==> src/rtl/rvvi_tx_scheduler_if.sv <==
// AXI-stream bundle shared by the scheduler's two frame sources and its MAC-facing output.
// The master drives data/valid/user; the slave returns tready.
interface rvvi_tx_scheduler_if #(
    parameter int DATA_WIDTH = 32
);
    logic [DATA_WIDTH-1:0]   tdata;
    logic [DATA_WIDTH/8-1:0] tkeep;
    logic                    tlast;
    logic                    tvalid;
    logic                    tready;
    logic                    tuser;

    modport master (output tdata, tkeep, tlast, tvalid, tuser, input tready);
    modport slave  (input tdata, tkeep, tlast, tvalid, output tready);
endinterface

==> src/rtl/rvvi_tx_scheduler.sv <==
// rvvi_tx_scheduler: frame-atomic arbiter sharing the MAC transmit stream between trace (s0) and control (s1).
// Define RVVI_TX_WATCHDOG_EN to build the mid-frame stall watchdog (ABORT/DRAIN states, AbortCount).
module rvvi_tx_scheduler #(
    parameter int DATA_WIDTH = 32,
    parameter int MAX_SKIP   = 4,
    parameter int TIMEOUT    = 1024,
    parameter int CNT_WIDTH  = 16
) (
    input  logic                 m_axi_aclk,
    input  logic                 m_axi_aresetn,
    rvvi_tx_scheduler_if.slave   s0,
    rvvi_tx_scheduler_if.slave   s1,
    rvvi_tx_scheduler_if.master  mt,
    input  logic [31:0]          InterPacketDelay,
    input  logic                 Enable,
    output logic                 Busy,
    output logic [CNT_WIDTH-1:0] FrameCount0,
    output logic [CNT_WIDTH-1:0] FrameCount1,
    output logic [7:0]           AbortCount
);
    localparam int KW = DATA_WIDTH / 8;

    typedef enum logic [2:0] {IDLE, GRANT0, GRANT1, ABORT, DRAIN, GAP} state_e;

    state_e               state_q, state_d;
    logic [2:0]           skip_q, skip_d;
    logic [31:0]          gap_q, gap_d;
    logic [CNT_WIDTH-1:0] fc0_q, fc0_d, fc1_q, fc1_d;
    logic                 src1, cur_valid, cur_last, beat, grant1_ok;

`ifdef RVVI_TX_WATCHDOG_EN
    localparam int IW = $clog2(TIMEOUT) + 1;
    logic [IW-1:0] idle_q, idle_d;
    logic          src_q, src_d;
    logic [7:0]    abort_q, abort_d;

    // ABORT/DRAIN remember which source owned the interrupted frame
    assign src1       = (state_q == GRANT1) || (((state_q == ABORT) || (state_q == DRAIN)) && src_q);
    assign AbortCount = abort_q;
`else
    logic [31:0] timeout_unused;
    assign timeout_unused = 32'(TIMEOUT);
    assign src1       = (state_q == GRANT1);
    assign AbortCount = '0;
`endif

    assign cur_valid = src1 ? s1.tvalid : s0.tvalid;
    assign cur_last  = src1 ? s1.tlast : s0.tlast;
    assign beat      = cur_valid && mt.tready;
    // Source 1 wins unless trace has been passed over MAX_SKIP times in a row
    assign grant1_ok = s1.tvalid && ((int'(skip_q) < MAX_SKIP) || !s0.tvalid);

    always_comb begin
        state_d = state_q;
        skip_d  = skip_q;
        gap_d   = gap_q;
        fc0_d   = fc0_q;
        fc1_d   = fc1_q;
`ifdef RVVI_TX_WATCHDOG_EN
        idle_d  = idle_q;
        src_d   = src_q;
        abort_d = abort_q;
`endif
        mt.tvalid = 1'b0;
        mt.tdata  = '0;
        mt.tkeep  = '0;
        mt.tlast  = 1'b0;
        mt.tuser  = 1'b0;
        s0.tready = 1'b0;
        s1.tready = 1'b0;

        case (state_q)
            IDLE: begin
                if (Enable && grant1_ok) begin
                    state_d = GRANT1;
                    if (s0.tvalid && (skip_q != 3'd7)) skip_d = skip_q + 3'd1;
`ifdef RVVI_TX_WATCHDOG_EN
                    idle_d = '0;
                    src_d  = 1'b1;
`endif
                end else if (Enable && s0.tvalid) begin
                    state_d = GRANT0;
                    skip_d  = '0;
`ifdef RVVI_TX_WATCHDOG_EN
                    idle_d = '0;
                    src_d  = 1'b0;
`endif
                end
            end
            GRANT0, GRANT1: begin
                mt.tvalid = cur_valid;
                mt.tdata  = src1 ? s1.tdata : s0.tdata;
                mt.tkeep  = src1 ? s1.tkeep : s0.tkeep;
                mt.tlast  = cur_last;
                s0.tready = !src1 && mt.tready;
                s1.tready = src1 && mt.tready;
                if (beat) begin
`ifdef RVVI_TX_WATCHDOG_EN
                    idle_d = '0;
`endif
                    if (cur_last) begin
                        if (src1) fc1_d = fc1_q + CNT_WIDTH'(1);
                        else      fc0_d = fc0_q + CNT_WIDTH'(1);
                        gap_d   = InterPacketDelay;
                        state_d = (InterPacketDelay == 32'd0) ? IDLE : GAP;
                    end
                end
`ifdef RVVI_TX_WATCHDOG_EN
                // Abort once this idle cycle would bring the count to TIMEOUT-1
                else if (!cur_valid) begin
                    if (idle_q == IW'(TIMEOUT - 2)) state_d = ABORT;
                    else                            idle_d  = idle_q + IW'(1);
                end
`endif
            end
`ifdef RVVI_TX_WATCHDOG_EN
            ABORT: begin
                mt.tvalid = 1'b1;
                mt.tlast  = 1'b1;
                mt.tuser  = 1'b1;
                mt.tkeep  = KW'(1);
                if (mt.tready) begin
                    if (abort_q != 8'hFF) abort_d = abort_q + 8'd1;
                    state_d = DRAIN;
                end
            end
            DRAIN: begin
                s0.tready = !src1;
                s1.tready = src1;
                if (cur_valid && cur_last) begin
                    gap_d   = InterPacketDelay;
                    state_d = (InterPacketDelay == 32'd0) ? IDLE : GAP;
                end
            end
`endif
            GAP: begin
                if (gap_q != 32'd0) gap_d = gap_q - 32'd1;
                if (gap_q <= 32'd1) state_d = IDLE;
            end
            default: state_d = IDLE;
        endcase
    end

    always_ff @(posedge m_axi_aclk or negedge m_axi_aresetn) begin
        if (!m_axi_aresetn) begin
            state_q <= IDLE;
            skip_q  <= '0;
            gap_q   <= '0;
            fc0_q   <= '0;
            fc1_q   <= '0;
`ifdef RVVI_TX_WATCHDOG_EN
            idle_q  <= '0;
            src_q   <= 1'b0;
            abort_q <= '0;
`endif
        end else begin
            state_q <= state_d;
            skip_q  <= skip_d;
            gap_q   <= gap_d;
            fc0_q   <= fc0_d;
            fc1_q   <= fc1_d;
`ifdef RVVI_TX_WATCHDOG_EN
            idle_q  <= idle_d;
            src_q   <= src_d;
            abort_q <= abort_d;
`endif
        end
    end

    assign Busy        = (state_q != IDLE);
    assign FrameCount0 = fc0_q;
    assign FrameCount1 = fc1_q;
endmodule

==> src/flat_wrapper.sv <==
// flat-port wrapper written by rule: the top's interface ports become plain ports
module rvvi_tx_scheduler_flat 
#(
    parameter int DATA_WIDTH = 32,
    parameter int MAX_SKIP   = 4,
    parameter int TIMEOUT    = 1024,
    parameter int CNT_WIDTH  = 16
)
  (m_axi_aclk, m_axi_aresetn, InterPacketDelay, Enable, Busy, FrameCount0, FrameCount1, AbortCount, s0_tdata, s0_tkeep, s0_tlast, s0_tvalid, s0_tready, s1_tdata, s1_tkeep, s1_tlast, s1_tvalid, s1_tready, mt_tdata, mt_tkeep, mt_tlast, mt_tvalid, mt_tuser, mt_tready);
  rvvi_tx_scheduler_if #(.DATA_WIDTH(DATA_WIDTH)) s0_i ();
  rvvi_tx_scheduler_if #(.DATA_WIDTH(DATA_WIDTH)) s1_i ();
  rvvi_tx_scheduler_if #(.DATA_WIDTH(DATA_WIDTH)) mt_i ();
  input  logic m_axi_aclk;
  input  logic m_axi_aresetn;
  input  logic [31:0] InterPacketDelay;
  input  logic Enable;
  output logic Busy;
  output logic [CNT_WIDTH-1:0] FrameCount0;
  output logic [CNT_WIDTH-1:0] FrameCount1;
  output logic [7:0] AbortCount;
  input wire logic [$bits(s0_i.tdata)-1:0] s0_tdata;
  input wire logic [$bits(s0_i.tkeep)-1:0] s0_tkeep;
  input wire logic [$bits(s0_i.tlast)-1:0] s0_tlast;
  input wire logic [$bits(s0_i.tvalid)-1:0] s0_tvalid;
  output wire logic [$bits(s0_i.tready)-1:0] s0_tready;
  input wire logic [$bits(s1_i.tdata)-1:0] s1_tdata;
  input wire logic [$bits(s1_i.tkeep)-1:0] s1_tkeep;
  input wire logic [$bits(s1_i.tlast)-1:0] s1_tlast;
  input wire logic [$bits(s1_i.tvalid)-1:0] s1_tvalid;
  output wire logic [$bits(s1_i.tready)-1:0] s1_tready;
  output wire logic [$bits(mt_i.tdata)-1:0] mt_tdata;
  output wire logic [$bits(mt_i.tkeep)-1:0] mt_tkeep;
  output wire logic [$bits(mt_i.tlast)-1:0] mt_tlast;
  output wire logic [$bits(mt_i.tvalid)-1:0] mt_tvalid;
  output wire logic [$bits(mt_i.tuser)-1:0] mt_tuser;
  input wire logic [$bits(mt_i.tready)-1:0] mt_tready;
  assign s0_i.tdata = s0_tdata;
  assign s0_i.tkeep = s0_tkeep;
  assign s0_i.tlast = s0_tlast;
  assign s0_i.tvalid = s0_tvalid;
  assign s0_tready = s0_i.tready;
  assign s1_i.tdata = s1_tdata;
  assign s1_i.tkeep = s1_tkeep;
  assign s1_i.tlast = s1_tlast;
  assign s1_i.tvalid = s1_tvalid;
  assign s1_tready = s1_i.tready;
  assign mt_tdata = mt_i.tdata;
  assign mt_tkeep = mt_i.tkeep;
  assign mt_tlast = mt_i.tlast;
  assign mt_tvalid = mt_i.tvalid;
  assign mt_tuser = mt_i.tuser;
  assign mt_i.tready = mt_tready;
  rvvi_tx_scheduler #(.DATA_WIDTH(DATA_WIDTH), .MAX_SKIP(MAX_SKIP), .TIMEOUT(TIMEOUT), .CNT_WIDTH(CNT_WIDTH)) u_core (.m_axi_aclk(m_axi_aclk), .m_axi_aresetn(m_axi_aresetn), .s0(s0_i), .s1(s1_i), .mt(mt_i), .InterPacketDelay(InterPacketDelay), .Enable(Enable), .Busy(Busy), .FrameCount0(FrameCount0), .FrameCount1(FrameCount1), .AbortCount(AbortCount));
endmodule
==> config.mk <==
export PLATFORM = sky130hd
export DESIGN_NAME = rvvi_tx_scheduler_flat
export DESIGN_NICKNAME = d
export VERILOG_FILES = /design/src/rtl/rvvi_tx_scheduler_if.sv /design/src/rtl/rvvi_tx_scheduler.sv /design/src/flat_wrapper.sv
export SDC_FILE = /design/constraint.sdc
export NUM_CORES = 1
export LEC_CHECK = 0
export ABC_AREA = 1
export CAP_MARGIN = 20
export CORE_ASPECT_RATIO = 0.7
export CORE_MARGIN = 10
export CORE_UTILIZATION = 50
export CTS_BUF_LIST = sky130_fd_sc_hd__clkbuf_16
export CTS_CLUSTER_DIAMETER = 50
export CTS_CLUSTER_SIZE = 40
export DETAILED_ROUTE_END_ITERATION = 10
export PLACE_DENSITY = 0.93
export SKIP_LAST_GASP = 1
export SYNTH_ARGS = -nofsm -noshare
export SYNTH_HDL_FRONTEND = slang
export SYNTH_SLANG_ARGS = --single-unit
==> constraint.sdc <==
create_clock -name m_axi_aclk -period 2.5 [get_ports m_axi_aclk]
set_input_delay 0.75 -clock m_axi_aclk [delete_from_list [all_inputs] [get_ports m_axi_aclk]]
set_output_delay 0.75 -clock m_axi_aclk [all_outputs]
set_load 0.02 [all_outputs]
After elaboration in Yosys (flattened, before gate mapping)
Index checks and enable logic that the tools add are counted.
Widths: inputs -> output; s select.
{"block": "classes", "n_addsub": 4, "n_lt_le_gt_ge": 2, "eq_ne": 10, "n_mux": 24, "bitwise": 1, "n_reduce_logical": 22}
{"operator": "$mux 32", "count": 5}
{"operator": "$pmux 32 s2", "count": 1}
{"operator": "$add 16x1->16 const B", "count": 2}
{"operator": "$le 32x1->1 const B", "count": 1}
{"operator": "$logic_not 32->1", "count": 1}
{"operator": "$reduce_bool 32->1", "count": 1}
{"operator": "$sub 32x1->32 const B", "count": 1}
{"operator": "$mux 3", "count": 9}
{"operator": "$reduce_and 4->1", "count": 4}
{"operator": "$pmux 3 s3", "count": 1}
{"operator": "$mux 4", "count": 2}
{"operator": "$ne 2x1->1 const B", "count": 4}
{"operator": "$logic_and 1x1->1", "count": 7}
{"operator": "$mux 1", "count": 6}
{"operator": "$reduce_bool 2->1", "count": 2}
{"operator": "$add 3x1->3 const B", "count": 1}
{"operator": "$eq 3x1->1 const B", "count": 1}
{"operator": "$eq 3x2->1 const B", "count": 1}
{"operator": "$eq 3x3->1 const B", "count": 1}
{"operator": "$logic_not 3->1", "count": 1}
{"operator": "$lt 3x3->1 const B", "count": 1}
{"operator": "$ne 3x1->1 const B", "count": 1}
{"operator": "$ne 3x3->1 const B", "count": 1}
{"operator": "$reduce_and 3->1", "count": 1}
{"operator": "6 further kinds", "count": 7}
{"block": "totals", "ff_bits": 70, "inputBits": 112, "output_inout_bits": 82, "wordCells": 68}

Longest topological paths before layout
{"block": "depth", "word_depth": 6, "depth_mapped": 12}

Worst setup path after synthesis
OpenSTA, ideal clock, no wires.
{"block": "synth_path", "kind": "flip-flop to output port", "start": "register u_core.state_q[0]", "end": "output port mt_tdata[0]", "t_arrival_ps": 1413, "path_slack_ps": 337, "path_stages_with_launch": 8, "path_buffers": 2, "cell_sequence": "dfrtp_1 > inv_2 > nand3_2 > inv_2 > buf_6 > clkbuf_1 > nand2_1 > a21oi_1"}
{"block": "synth_via", "elab_chain_cells": 3}
{"item": "start: declaration", "line": "rvvi_tx_scheduler.sv:25", "source": "state_e state_q, state_d;"}
{"item": "start signal: assignment", "line": "rvvi_tx_scheduler.sv:157", "source": "state_q <= state_d;"}
{"item": "$eq 3x2->1 or $eq 3x1->1 (tied branches)", "line": "rvvi_tx_scheduler.sv:43, rvvi_tx_scheduler.sv:72"}
{"item": "$mux 32 or $reduce_or 2->1 (tied branches)", "line": "rvvi_tx_scheduler.sv:92, rvvi_tx_scheduler.sv:72"}
{"item": "$mux 32 (*)", "line": "rvvi_tx_scheduler.sv:72", "source": "case (state_q)"}
{"item": "end: declaration", "line": "flat_wrapper.sv:31", "source": "output wire logic [$bits(mt_i.tdata)-1:0] mt_tdata;"}
Mark *: on every way between the ends. The rest lies on a longest branch, timed or not.

Worst setup path in the final report
{"block": "layout_path", "start": "register u_core.state_q[0]", "end": "output port mt_tdata[26]"}
The elaborated chain is that of the path after synthesis.

==> impl_metrics.json <==
{
  "status": "finished, final reports clean",
  "ios": 194,
  "ir_drop_mv": 0.751,
  "ys_seq_area_share_pct": 32.6,
  "fin_crit_sh_pct": 99.4,
  "tightest_slew_ps": 589,
  "required_ps": 1750,
  "critPathKind": "flop to output port",
  "slew_violations": 0,
  "rows": 31,
  "final_util_pct": 74.2,
  "grt_pass1_vias": 6070,
  "r2r_start": "u_core.state_q[0]$_DFFE_PN0P_",
  "rsz0062_at_grt": "yes",
  "overflow": 0,
  "power_density_nw_per_um2": 1030,
  "rr_endpoint": "u_core.state_q[0]$_DFFE_PN0P_",
  "end_kind": "output port",
  "synth-seq-cells": 70,
  "synth_ff_type": "dfrtp_1",
  "synth_area_leader_cell": "dfrtp_1",
  "vias": 6495,
  "antenna_left": 0,
  "grt_usage_pct": 25.1,
  "regToRegSetupSlack_ps": 320,
  "clock_path_buffers": 2,
  "dpl_worst_slack_ps": -434,
  "cpPeakStageDelay_ps": 450,
  "leakage_uw": 0.00387,
  "start_util_pct": 51.5,
  "ys_top_cells_by_count": "nand2_1 (385), nor2_1 (121), inv_1 (72)",
  "drt_iter0_markers": 700,
  "yosysWarnings": 0,
  "slowest_stage": "dfrtp_2",
  "nets": 1198,
  "finalSetupViolations": 0,
  "dpl.cell_count": 1195,
  "p_switching_uw": 3820,
  "arrival_ps": 1730,
  "cts.clk_slew.worst_paths_ps": 70,
  "htree_levels": 3,
  "clkPwrFrac_pct": 18.0,
  "viasPerCell": 5.34,
  "min_period_ps": 2480,
  "cts-root-buf": "clkbuf_16",
  "clock_latency_ps": 340,
  "drive_above_1_share_pct": 10.8,
  "synthesis.area_um2": 5370,
  "numCtsBuffers": 9,
  "finalHoldViolations": 0,
  "ys_types": 28,
  "finalPower_uw": 7940,
  "synth_area_leaders": "dfrtp_1 (33%), nand2_1 (27%), nor2_1 (8.5%)",
  "grt_pass1_wl_mm": 31.2,
  "share_comb_of_total_power_pct": 56.5,
  "antenna_found_initial": 0,
  "dieWidth_um": 144,
  "fp.coreArea_um2": 10400,
  "synth_edf_count": 0,
  "clock-sinks": 70,
  "drc_errors": 0,
  "die_h_um": 107,
  "worst_setup_path_start_kind": "flop",
  "async_flop_share_pct": 100,
  "antenna_cells": 0,
  "wire_per_inst_um": 17.0,
  "hp-class": "input pin to async pin",
  "cts_tree": "done",
  "switching_share_pct": 48.1,
  "max_freq_mhz": 403,
  "path_cells": "inv_2 > nand3_4 > nand2_2 > inv_4 > buf_12 > a21oi_1 > buf_2",
  "cp_top_family": "buffers and inverters",
  "routed_wl_mm": 20.7,
  "layoutNonFillerInstCount": 1216,
  "p_int_uw": 4120,
  "slew_headroom_pct": 60.6,
  "synthDominantCellAreaShare_pct": 32.6,
  "die-area_um2": 15400,
  "hpwl_mm": 15.1,
  "area_growth_pct": 44.2,
  "drv_cap": 0,
  "n_fill_cell": 787,
  "grt_max_degree": 39,
  "cp_max_fo": 5,
  "synth_area_per_cell_um2": 6.10,
  "p_seq_share_pct": 25.5,
  "syn_inst": 881,
  "io_buffers": 184,
  "finClkSkew_ps": 10.9,
  "crit_buf_inv": 4,
  "dr.pass1.iters": 6,
  "finalWeightedCongestion": 0.975,
  "yosysMostFrequentCell": "nand2_1",
  "worst_slack_ps": 15.8,
  "worst_r2r_path_depth": 8
}
-- power by group through the flow --
stage / Clock (uW) / Combinational [uW] / Sequential (uW)
after floorplan: 0 / 2650 / 1950
after detailed placement: 0 / 4380 / 1980
after global routing: 1490 / 4910 / 2060
after global placement: 0 / 4230 / 1960
after CTS: 1430 / 4360 / 1980
final: 1430 / 4480 / 2020
-- logic make-up after synthesis --
family	count (synthesis)	synth area share, %
XOR/XNOR	30	4.89
AO/OA/AOI/OAI	74	7.50
other	1	0.0698
buffers and inverters	113	9.62
AND/OR/NAND/NOR	586	43.7
flip-flops	70	32.6
adder cells (fa/ha/maj)	7	1.63
-- cells in the final DEF (no fill, tap or decap), drive strengths merged, types with 2 or more instances in the layout --
cell type	synthesis	routed
buf	24	68
clkinv	2	5
inv	77	79
nand4	4	4
nor2	131	131
a21oi	40	40
clkbuf	10	10
o21ai	20	20
xnor2	11	11
bufinv	0	2
a31oi	3	3
xor2	19	19
nor3	6	6
clkdlybuf4s50	0	142
nand3	58	58
dfrtp	70	70
nand2	387	387
o21bai	9	9
ha	7	7
conb	1	9
-- area by class of cell --
class                      instances  area, um^2  share of cell area (%)
multi-input combinational        706        3170                    40.9
tap                              132         165                    2.13
sequential                        70        1750                    22.6
timing repair buffer             213        2020                    26.2
clock inverter                     7         104                    1.34
clock buffer                       9         225                    2.91
inverter                          79         304                    3.93
-- worst max-delay path by stage --
| stage | slack [ps] | end | start | cells past startpoint |
|---|---|---|---|---|
| 6_report | 20 | mt_tdata[26] | u_core.state_q[0]$_DFFE_PN0P_ | 7 |
| 5_1_grt | -10 | mt_tdata[1] | u_core.state_q[0]$_DFFE_PN0P_ | 7 |
| 4_1_cts | 0.7 | mt_tdata[26] | u_core.state_q[0]$_DFFE_PN0P_ | 7 |
| 3_5_place_dp | -430 | mt_tvalid | s0_tvalid | 6 |
| 3_3_place_gp | -420 | mt_tvalid | s0_tvalid | 6 |
| 2_1_floorplan | 340 | mt_tdata[0] | u_core.state_q[0]$_DFFE_PN0P_ | 7 |
-- what timing repair did --
item,CTS,global route
endpoints found under the setup margin,40,37
gates resized for setup,166,19
gates cloned,1,1
buffers inserted,2,1
hold buffers,0,0
pin swaps,1,2
-- registers in the layout, indices dropped and copies added (netlist names) --
register / flops
u_core.FrameCount0: 16
u_core.FrameCount1: 16
u_core.gap_q: 32
u_core.skip_q: 3
u_core.state_q: 3
-- metrics by stage --
step	setup TNS, ps	area, um^2	hold slack (ps)
after floorplan	0	5400	453
after global placement	-11340	7460	471
after detailed placement	-11860	7460	474
after CTS	0	7680	388
after global routing	-56.3	7740	415
final	0	7740	387
-- routing by layer --
layer	share of wire (%)	GRT usage (%)
met1	39	31.5
met2	48	41.5
met3	12	7.32
met4	1.5	6.47
met5	0	0
Power figures use the tool's default switching activity.
